--- src/rtl/roulette_spinner_if.sv ---
// Result/handshake bundle between the roulette spinner and its consumer.
// The consumer drives start; the spinner drives everything else.
interface roulette_spinner_if;
  logic       start;
  logic [4:0] spin_pos;
  logic [4:0] result;
  logic       busy;
  logic       done;

  modport master (output start, input spin_pos, result, busy, done);
  modport slave  (input start, output spin_pos, result, busy, done);
endinterface

--- src/rtl/roulette_spinner.sv ---
// Decelerating roulette wheel: each spin step waits one cycle longer than the last.
// The step count comes from a free-running 16-bit LFSR sampled at spin start.
module roulette_spinner #(
  parameter int          MAX_VALUE = 31,
  parameter int          MIN_STEPS = 16,
  parameter logic [15:0] LFSR_SEED = 16'hACE1
) (
  input  logic               clk,
  input  logic               resetn,
  roulette_spinner_if.slave  bus
);

  // Counter width must hold MIN_STEPS+31 steps and the interval one past that.
  localparam int CW = $clog2(MIN_STEPS + 32);
  localparam logic [4:0] MAXV = 5'(MAX_VALUE);

  typedef enum logic [1:0] {
    IDLE = 2'b00,
    SPIN = 2'b01
  } state_t;

  state_t          state, stateNxt;
  logic [15:0]     lfsr;
  logic [CW-1:0]   stepsLeft, interval, waitCnt;
  logic [4:0]      spinPos, resultQ, nextPos;
  logic            busyQ, doneQ;
  logic            stepNow, lastStep;

  assign nextPos  = (spinPos == MAXV) ? 5'd0 : spinPos + 5'd1;
  assign stepNow  = (waitCnt == interval - CW'(1));
  assign lastStep = (state == SPIN) && stepNow && (stepsLeft == CW'(1));

  always_ff @(posedge clk or negedge resetn) begin
    if (!resetn) state <= IDLE;
    else         state <= stateNxt;
  end

  always_comb begin
    stateNxt = state;
    case (state)
      IDLE:    if (bus.start) stateNxt = SPIN;
      SPIN:    if (lastStep)  stateNxt = IDLE;
      default: stateNxt = IDLE;
    endcase
  end

  always_ff @(posedge clk or negedge resetn) begin
    if (!resetn) begin
      lfsr      <= LFSR_SEED;
      stepsLeft <= '0;
      interval  <= '0;
      waitCnt   <= '0;
      spinPos   <= '0;
      resultQ   <= '0;
      busyQ     <= 1'b0;
      doneQ     <= 1'b0;
    end else begin
      lfsr  <= {lfsr[14:0], lfsr[15] ^ lfsr[13] ^ lfsr[12] ^ lfsr[10]};
      doneQ <= 1'b0;
      case (state)
        IDLE: begin
          if (bus.start) begin
            stepsLeft <= CW'(MIN_STEPS) + CW'(lfsr[4:0]);
            interval  <= CW'(1);
            waitCnt   <= '0;
            busyQ     <= 1'b1;
          end
        end
        SPIN: begin
          if (stepNow) begin
            spinPos   <= nextPos;
            stepsLeft <= stepsLeft - CW'(1);
            interval  <= interval + CW'(1);
            waitCnt   <= '0;
            if (lastStep) begin
              resultQ <= nextPos;
              doneQ   <= 1'b1;
              busyQ   <= 1'b0;
            end
          end else begin
            waitCnt <= waitCnt + CW'(1);
          end
        end
        default: busyQ <= 1'b0;
      endcase
    end
  end

  assign bus.spin_pos = spinPos;
  assign bus.result   = resultQ;
  assign bus.busy     = busyQ;
  assign bus.done     = doneQ;

endmodule

--- src/flat_wrapper.sv ---
// flat-port wrapper written by rule: the top's interface ports become plain ports
module roulette_spinner_flat 
#(
  parameter int          MAX_VALUE = 31,
  parameter int          MIN_STEPS = 16,
  parameter logic [15:0] LFSR_SEED = 16'hACE1
)
  (clk, resetn, bus_start, bus_spin_pos, bus_result, bus_busy, bus_done);
  roulette_spinner_if bus_i ();
  input  logic clk;
  input  logic resetn;
  input wire logic [$bits(bus_i.start)-1:0] bus_start;
  output wire logic [$bits(bus_i.spin_pos)-1:0] bus_spin_pos;
  output wire logic [$bits(bus_i.result)-1:0] bus_result;
  output wire logic [$bits(bus_i.busy)-1:0] bus_busy;
  output wire logic [$bits(bus_i.done)-1:0] bus_done;
  assign bus_i.start = bus_start;
  assign bus_spin_pos = bus_i.spin_pos;
  assign bus_result = bus_i.result;
  assign bus_busy = bus_i.busy;
  assign bus_done = bus_i.done;
  roulette_spinner #(.MAX_VALUE(MAX_VALUE), .MIN_STEPS(MIN_STEPS), .LFSR_SEED(LFSR_SEED)) u_core (.clk(clk), .resetn(resetn), .bus(bus_i));
endmodule
--- config.mk ---
export PLATFORM = sky130hd
export DESIGN_NAME = roulette_spinner_flat
export DESIGN_NICKNAME = d
export VERILOG_FILES = /design/src/rtl/roulette_spinner_if.sv /design/src/rtl/roulette_spinner.sv /design/src/flat_wrapper.sv
export SDC_FILE = /design/constraint.sdc
export NUM_CORES = 1
export LEC_CHECK = 0
export CAP_MARGIN = 25
export CORE_ASPECT_RATIO = 1.75
export CORE_MARGIN = 8
export CORE_UTILIZATION = 40
export CTS_CLUSTER_DIAMETER = 150
export DETAILED_ROUTE_END_ITERATION = 8
export GPL_TIMING_DRIVEN = 0
export PLACE_DENSITY = 0.61
export SYNTH_ARGS = -nofsm -noshare
export SYNTH_HDL_FRONTEND = slang
export SYNTH_SLANG_ARGS = --single-unit
--- constraint.sdc ---
create_clock -name clk -period 3.1 [get_ports clk]
set_input_delay 0.465 -clock clk [delete_from_list [all_inputs] [get_ports clk]]
set_output_delay 0.465 -clock clk [all_outputs]
set_load 0.02 [all_outputs]
==> qor.yml, run 1 <==
grt:
  grt_pass1_vias: 1831
  gr-total-overflow: 0
  grt_max_degree: 30
  grt_usage: 0.135
  antenna_found_initial: 0
  grt_pass1_wl_microns: 8940
sta:
  report.final.slew_viol_count: 0
  tns_ns: 0
  fmax_mhz: 345
  skew_ns: 0.0119
  finalSetupViolCount: 0
  fin_crit_sh: 0.935
  rsz0062_at_grt: "no"
  finalCriticalPeriod_ns: 2.90
  hold_violations: 0
  worstMarginPinSlew_ns: 0.693
  finalWorstSetupSlack_ns: 0.202
  slew_headroom: 0.537
power_and_ir_drop:
  switchingPower_uw: 834
  p_leak_nw: 1.17
  internal_power_mw: 1.36
  power_frac_comb: 0.392
  switching_share: 0.381
  p_per_area_nw_per_um2: 807
  clkPwrFrac: 0.214
  vdd_drop_max_mv: 0.502
  seqPwrFrac: 0.394
cells_and_area:
  drive_gt1_frac: 0.177
  final_cells: 315
  antenna_cells: 0
  syn2layout_area_growth_pct: 15.3
  finalNetCount: 246
  final_util: 0.470
clock_tree:
  clkTransAtPathRegs_ns: 0.09
  clock_latency_ns: 0.31
  htreeDepth: 2
  root_buffer: "clkbuf_8"
  hold_buffers: 0
  clock_sinks: 47
  ctsResizeCount: 0
  cts_tree: "built"
  ctsLongestPathBuffers: 2
  numCtsBuffers: 5
  cts_setup_buffers: 0
die:
  die-area_sq_um: 8700
  io_pins: 15
  coreArea_sq_um: 5790
  rows: 37
  die_w_microns: 74.0
  die_y_microns: 118
  start_util: 0.407
yosys:
  synth.area.top_cells: "dfrtp_1 41%, dfstp_2 8.9%, mux2_2 4.8%"
  synth-seq-cells: 47
  synth.avg_cell_area_sq_um: 11.0
  netlist_area_sq_um: 2360
  synth-edff-count: 0
  synthesis.yosys.warnings: 0
  synth_top_area_frac: 0.414
  ys_seq_area_frac: 0.503
  async_reset_ff_frac: 1.00
  syn-num-nets: 225
  yosysTopAreaCell: "dfrtp_1"
  yosys_most_used_dff: "dfrtp_1"
  netlist_instances: 215
  synth_cell_types: 51
drt:
  routedWlPerCell_microns: 17.1
  avgViaCountPerCell: 5.40
  wirelength_microns: 5380
  dr.first_iter.drc_count: 105
  first_pass_iters: 5
  antenna_left: 0
  dr_total_vias: 1702
  drc: 0
critical_path:
  regToRegSetupSlack_ns: 0.20
  worstSetupEndpointType: "flop"
  critPathMaxFanout: 8
  reg2reg_from: "u_core.interval[0]$_DFFE_PN0P_"
  ff2ff_path_depth: 6
  worst_r2r_endpoint: "u_core.bus.result[2]$_DFFE_PN0P_"
  start_kind: "flop"
  crit_arrival_ns: 3.09
  crit_required_ns: 3.29
  critPathKind: "reg2reg"
placement:
  port_buffers: 13
  place.gp.congestion: 0.834
  dp_cells: 307
  dp_hpwl_microns: 3910
  dpl_worst_slack_ns: 0.231
hold_path:
  hold_path_class: "in2async"
run:
  drv_cap: 0
status:
  status: "finished, final reports clean"
-- placed cells by master, fill, tap and decap left out, types with 2 or more instances in the layout --
cell	n
dfstp_2	8
nand4_1	6
nand3_1	10
nand2_1	14
xnor2_1	8
a211oi_1	2
clkdlybuf4s50_1	12
ha_1	7
nor2b_1	6
xor2_1	6
o32ai_1	5
a31o_2	2
o21ai_0	5
clkbuf_8	6
inv_1	9
clkbuf_1	10
a21oi_1	3
dfrtp_1	39
a31oi_1	6
mux2i_1	3
nor3_1	7
and3_1	3
o211ai_1	4
or3_1	2
mux2_2	10
nor2_1	12
nand2b_1	2
-- routing by layer --
metal	vias to the layer above	routed length, microns	global-route usage
li1	820	-	-
met1	833	2210	0.136
met2	37	2840	0.235
met3	12	159	0.0282
met4	0	169	0.0856
met5	-	0	0
-- sequential cells by signal (all words and copies together), names as in the netlist --
signal               cells
u_core.lfsr             16
u_core.bus.busy          1
u_core.interval          6
u_core.state             1
u_core.bus.done          1
u_core.stepsLeft         6
u_core.waitCnt           6
u_core.bus.spin_pos      5
u_core.bus.result        5
-- power by group through the flow --
stage	registers, mW	logic, mW	clock network (mW)
final	0.864	0.859	0.470
after global routing	0.887	0.953	0.510
after CTS	0.866	0.863	0.484
after detailed placement	0.877	0.859	0
after global placement	0.876	0.843	0
after floorplan	0.873	0.616	0
-- area by class of cell --
type                    count  area (sq um)
repair buffers             14           145
well taps                  78          97.6
flip-flops and latches     47          1190
fillers                   550          3070
inverters                  10          37.5
clock inverters             2          35.0
clock buffers               6          82.6
plain buffers              11          48.8
multi-input cells         147          1080
-- worst max-delay path, cell delays in order (launching register included) --
cell and delay, ns:
dfrtp_1 0.40, buf_6 0.14, or4_4 0.51, or3_4 0.37, a2111oi_4 0.69, nand4_4 0.32
mux2_2 0.35
-- cell families (layout without fill, tap and decap cells) --
group	count (synthesis)	in the layout	synth area share
compound gates	41	41	0.142
xor+xnor	14	14	0.0520
fa+ha+maj	7	7	0.0372
buf+inv	21	43	0.0366
flops	47	47	0.503
mux	13	13	0.0605
simple gates	72	72	0.168
-- cell usage after synthesis, drive strengths merged, types with 2 or more instances --
cell type  instances
dfrtp             39
o32ai              5
or3                3
and3               4
a31oi              7
nor2              12
inv                9
nor3               7
nor2b              6
clkbuf            10
nand2             15
a31o               2
o21ai              5
nand4              7
a211oi             3
dfstp              8
mux2              10
xnor2              8
nand3             10
nand2b             2
o211ai             4
a21oi              3
xor2               6
mux2i              3
ha                 7
-- worst max-delay path by stage --
stage                                         startpoint                               end  slack (ns)  cells after the start
after detailed placement  u_core.interval[0]$_DFFE_PN0P_  u_core.bus.result[2]$_DFFE_PN0P_        0.23                      6
after global routing      u_core.interval[0]$_DFFE_PN0P_  u_core.bus.result[0]$_DFFE_PN0P_        0.12                      6
after CTS                 u_core.interval[0]$_DFFE_PN0P_  u_core.bus.result[2]$_DFFE_PN0P_        0.21                      6
after floorplan           u_core.interval[0]$_DFFE_PN0P_  u_core.bus.result[0]$_DFFE_PN0P_        0.57                      6
final                     u_core.interval[0]$_DFFE_PN0P_  u_core.bus.result[2]$_DFFE_PN0P_        0.20                      6
after global placement                            resetn  u_core.bus.result[1]$_DFFE_PN0P_        0.22                      1
-- per-stage QoR --
step / total power [mW] / hold WS [ns] / area, sq um
after floorplan: 1.49 / 0.169 / 2360
after global placement: 1.72 / 0.339 / 2580
after detailed placement: 1.74 / 0.339 / 2600
after CTS: 2.21 / 0.109 / 2720
after global routing: 2.35 / 0.124 / 2720
final: 2.19 / 0.102 / 2720
Note: power is estimated with default switching activity, not from simulation.
==> run 2, diff against run 1 <==
==> constraint.sdc (replaced) <==
create_clock -name clk -period 3.1 [get_ports clk]
set_input_delay 0.62 -clock clk [delete_from_list [all_inputs] [get_ports clk]]
set_output_delay 0.62 -clock clk [all_outputs]
set_load 0.02 [all_outputs]
==> results of run 2 <==
Same layout as run 1 (identical final DEF). Status: finished, final reports clean.
Main changes from that run: hold slack 0.102 ns -> 0.257 ns
==> run 3, diff against run 2 <==
--- a/config.mk
+++ b/config.mk
@@ -5,6 +5,7 @@
 export SDC_FILE = /design/constraint.sdc
 export NUM_CORES = 1
 export LEC_CHECK = 0
+export ABC_CLOCK_PERIOD_IN_PS = 3100
 export CAP_MARGIN = 25
 export CORE_ASPECT_RATIO = 1.75
 export CORE_MARGIN = 8
==> results of run 3 <==
Same layout as run 1 (identical final DEF). Status: finished, final reports clean.
Main changes from that run: hold slack 0.102 ns -> 0.257 ns
